===== config.mk =====
export PLATFORM = sky130hd
export DESIGN_NAME = id_entry_buffer
export DESIGN_NICKNAME = d
export VERILOG_FILES = /design/src/rtl/id_entry_buffer.sv
export SDC_FILE = /design/constraint.sdc
export NUM_CORES = 1
export LEC_CHECK = 0
export CAP_MARGIN = 0
export CORE_MARGIN = 2
export CORE_UTILIZATION = 30
export CTS_CLUSTER_SIZE = 24
export DETAILED_ROUTE_END_ITERATION = 10
export PLACE_DENSITY = 0.57
export SLEW_MARGIN = 20
export SYNTH_ARGS = -nofsm -noshare
export SYNTH_HDL_FRONTEND = slang
export SYNTH_SLANG_ARGS = --single-unit

===== constraint.sdc =====
create_clock -name clk -period 2.5 [get_ports clk]
set_clock_uncertainty 0.15 [all_clocks]
set_input_delay 0.375 -clock clk [delete_from_list [all_inputs] [get_ports clk]]
set_output_delay 0.375 -clock clk [all_outputs]
set_load 0.02 [all_outputs]

===== src/rtl/id_entry_buffer.sv =====
// Keypad ID entry buffer: collects DIGITS decimal digits, supports backspace/escape,
// and offers the completed ID downstream with a valid/ready handshake.
// Optional idle timeout for partial entries is enabled by defining ID_ENTRY_TIMEOUT_EN.
module id_entry_buffer #(
  parameter int DIGITS         = 7,
  parameter int TIMEOUT_CYCLES = 1000
) (
  input  logic                  clk,
  input  logic                  reset,
  input  logic                  key_valid,
  input  logic [3:0]            key,
  input  logic                  bksp,
  input  logic                  esc,
  input  logic                  enter,
  input  logic                  id_ready,
  output logic [4*DIGITS-1:0]   ID,
  output logic                  id_valid,
  output logic                  buffer_full,
  output logic [2:0]            digit_count,
  output logic                  key_error
);

  typedef enum logic [1:0] {ENTRY, FULL, PRESENT} state_t;

  localparam logic [2:0] FULL_COUNT = 3'(DIGITS);

  state_t              state_q, state_d;
  logic [4*DIGITS-1:0] id_d;
  logic [2:0]          count_d;
  logic                valid_d;
  logic                full_d;
  logic                err_d;
  logic                timeout_hit;

`ifdef ID_ENTRY_TIMEOUT_EN
  localparam int              IDLE_W   = $clog2(TIMEOUT_CYCLES + 1);
  localparam logic [IDLE_W-1:0] IDLE_MAX = IDLE_W'(TIMEOUT_CYCLES - 1);

  logic [IDLE_W-1:0] idle_q;
  logic              strobe;

  assign strobe = key_valid | bksp | esc | enter;

  // Counter saturates on the last idle cycle; any strobe, accepted or not, restarts it.
  always_ff @(posedge clk or posedge reset) begin
    if (reset) begin
      idle_q <= '0;
    end else if (strobe) begin
      idle_q <= '0;
    end else if (idle_q != IDLE_MAX) begin
      idle_q <= idle_q + IDLE_W'(1);
    end
  end

  assign timeout_hit = !strobe && (idle_q == IDLE_MAX);
`else
  // Never true: without the timeout feature partial entries persist.
  assign timeout_hit = (TIMEOUT_CYCLES < 0);
`endif

  always_comb begin
    state_d = state_q;
    id_d    = ID;
    count_d = digit_count;
    err_d   = 1'b0;
    case (state_q)
      PRESENT: begin
        // Entry is frozen while offered; only a key press is flagged.
        err_d = key_valid;
        if (id_valid && id_ready) begin
          state_d = ENTRY;
          id_d    = '0;
          count_d = '0;
        end
      end
      default: begin
        if (esc) begin
          state_d = ENTRY;
          id_d    = '0;
          count_d = '0;
        end else if (bksp) begin
          if (digit_count != 3'd0) begin
            state_d = ENTRY;
            id_d    = ID >> 4;
            count_d = digit_count - 3'd1;
          end
        end else if (key_valid) begin
          if ((key > 4'd9) || (state_q == FULL)) begin
            err_d = 1'b1;
          end else begin
            id_d    = {ID[4*DIGITS-5:0], key};
            count_d = digit_count + 3'd1;
            if (count_d == FULL_COUNT) state_d = FULL;
          end
        end else if (enter) begin
          if (state_q == FULL) state_d = PRESENT;
          else                 err_d   = 1'b1;
        end else if (timeout_hit && (digit_count != 3'd0)) begin
          state_d = ENTRY;
          id_d    = '0;
          count_d = '0;
        end
      end
    endcase
    valid_d = (state_d == PRESENT);
    full_d  = (count_d == FULL_COUNT);
  end

  // Registered outputs
  always_ff @(posedge clk or posedge reset) begin
    if (reset) begin
      state_q     <= ENTRY;
      ID          <= '0;
      digit_count <= '0;
      id_valid    <= 1'b0;
      buffer_full <= 1'b0;
      key_error   <= 1'b0;
    end else begin
      state_q     <= state_d;
      ID          <= id_d;
      digit_count <= count_d;
      id_valid    <= valid_d;
      buffer_full <= full_d;
      key_error   <= err_d;
    end
  end

endmodule


==> flow_summary.yaml <==
status:
  status: "complete, no violations"
placement:
  post-place-ws_ns: 0.142
  detailed_place_hpwl_um: 3310
  place_area_um2: 2450
  port-buffer-count: 44
  gp_congestion: 0.865
synth:
  avgSynthCellArea_um2: 9.53
  ys_seq_area_frac: 0.468
  synthMostInstantiatedCell: "nand2_1"
  synth-seq-cells: 36
  synth-edff-count: 0
  synth_cell_types: 34
  synth_top_area_share: 0.468
  synthArstFlopShare: 1.00
  synth_nets: 217
  netlist_top_cells_count: "42 x nand2_1, 36 x dfrtp_1, 31 x o21ai_0"
  synth_warnings: 0
  syn-cell-area_um2: 1920
  synth_area_leaders: "dfrtp_1 47%, mux2i_1 12%, nand2_1 8.2%"
  synthCells: 202
  synth_top_flop_cell: "dfrtp_1"
  yosysTopAreaCell: "dfrtp_1"
clocking:
  htree_num_levels: 2
  cts_resized: 0
  hold_buffers: 0
  clock-root-buffer: "clkbuf_8"
  ctsLongestPathBuffers: 2
  post_cts_buffers: 0
  cts.sinks: 36
  cts_tree: "yes"
  cts_inserted_buffers: 5
  cts.clk_slew.worst_paths_ns: 0.07
  insertion_delay_ns: 0.29
worst_setup_path:
  worst-path-buf-inv: 1
  path_class: "flop to flop"
  start_kind: "flop"
  reg2regPathDepth: 7
  critPathRequiredTime_ns: 2.54
  critPathMaxStageDelay_ns: 0.43
  critical_path.endpoint_type: "flop"
  r2r-end: "buffer_full"
  worst_r2r_startpoint: "digit_count[1]"
  cp_data_arrival_time_ns: 2.31
  crit_chain: "inv_1, ha_1, or3b_1, a311oi_2, o31ai_1, o21a_1, a2111oi_4"
  path_max_fanout: 5
  rrSetupSlack_ns: 0.22
  crit_slowest_cell: "dfrtp_1"
  crit_family: "compound AO/OA/AOI/OAI gates"
timing:
  finalSetupViolations: 0
  drv_slew: 0
  finalHoldViolations: 0
  setup_tns_ns: 0
  fin_crit_sh: 0.911
  max_freq_mhz: 439
  fin_ws_ns: 0.223
  holdWs_ns: 0.340
  tightest_slew_ns: 0.478
  rsz0062_at_grt: "false"
  maxSlewHeadroom: 0.681
  period_minus_slack_ns: 2.28
routing:
  vias: 1649
  ant_nets: 0
  wl_met3_um: 268
  wl_um: 4680
  wl_per_cell_um: 14.4
  wl_met2_um: 2300
  top_layer_used: "met4"
  firstDrtPassIters: 4
  via_per_inst: 5.06
  drcViolationCount: 0
  drtIter0Drc: 117
  m1WireLength_um: 2010
floorplanning:
  start_util: 0.307
  ios: 45
  die_w_um: 84.1
  coreArea_um2: 6280
  fp.dieArea_um2: 7070
  num_rows: 29
  die_h_um: 84.1
cells_and_area:
  layout.nets: 263
  multi_input_area_um2: 948
  final_cell_area_um2: 2540
  seq_area_um2: 901
  antenna_cells: 0
  n_fill_cell: 622
  area_growth_pct: 31.8
  drive_above_1_share: 0.0803
global_route:
  grt_max_degree: 37
  antenna_found_initial: 0
  grt_pass1_wl_um: 8090
  grt_pass1_vias: 1681
  grt-ovfl-total: 0
  grt.total_usage: 0.141
pwr:
  power_leakage_nw: 1.07
  finalPower_mw: 1.85
  powerDensity_nw_per_um2: 730
  vdd_drop_max_v: 0.000451
run:
  maxCapViolCount: 0
hold_path:
  hold_path.class: "primary input to async pin"
metal layers:
| layer | GRT usage | vias up |
|---|---|---|
| met5 | 0 | - |
| met2 | 0.241 | 60 |
| met1 | 0.166 | 782 |
| li1 | - | 798 |
| met3 | 0.0336 | 9 |
| met4 | 0.0630 | 0 |
per-stage QoR:
step | utilization | std cells
6_report | 0.404 | 326
5_1_grt | 0.404 | 326
4_1_cts | 0.404 | 326
3_5_place_dp | 0.390 | 318
3_3_place_gp | 0.390 | 318
2_1_floorplan | - | 202
cell type report:
type                    instances  share of cell area
inverters                       6             0.00888
clock buffers                   5              0.0271
multi-input cells             149               0.374
flip-flops and latches         36               0.355
clock inverters                 3             0.00740
repair buffers                 50               0.189
well taps                      77              0.0380
placed cells by master (no fill, tap or decap), types with 3 or more instances in the layout:
| cell type | n |
|---|---|
| clkdlybuf4s50_1 | 43 |
| nand2_1 | 42 |
| dfrtp_1 | 36 |
| o21ai_0 | 31 |
| mux2i_1 | 24 |
| inv_1 | 6 |
| buf_4 | 6 |
| nor2_1 | 5 |
| a21oi_1 | 5 |
| clkbuf_8 | 5 |
| o21a_1 | 4 |
| nand2b_1 | 4 |
| ha_1 | 4 |
| nor2b_1 | 3 |
| nand3_1 | 3 |
registers in the layout, summed over array words and instances, names as in the netlist:
name	cells
id_valid	1
ID	28
buffer_full	1
digit_count	3
key_error	1
state_q	2
tightest hold or removal path, stage by stage:
cell             delay (ns)
clkdlybuf4s50_1        0.39
inv_1                  0.05
buf_4                  0.40
power by group:
| part | leakage (nW) | switching, mW | internal (mW) |
|---|---|---|---|
| combinational | 0.530 | 0.453 | 0.283 |
| clock | 0.0479 | 0.217 | 0.194 |
| sequential | 0.497 | 0.0680 | 0.636 |
cells by family after synthesis:
family	after synthesis	share of synthesized area
XOR/XNOR	1	0.00455
AND/OR/NAND/NOR	66	0.153
adder cells (fa/ha/maj)	4	0.0260
AO/OA/AOI/OAI	54	0.182
flip-flops	36	0.468
buffers and inverters	17	0.0410
multiplexers	24	0.125
how the worst max path moves through the flow:
stage / from / to / slack, ns / cells after the start
after floorplan: digit_count[1] / buffer_full / 0.31 / 7
after detailed placement: key[2] / buffer_full / 0.14 / 6
after global placement: key[2] / buffer_full / 0.16 / 6
final: digit_count[1] / buffer_full / 0.22 / 7
after CTS: digit_count[1] / buffer_full / 0.21 / 7
after global routing: digit_count[1] / buffer_full / 0.02 / 7
No activity file was read; power rests on OpenSTA's default activity.
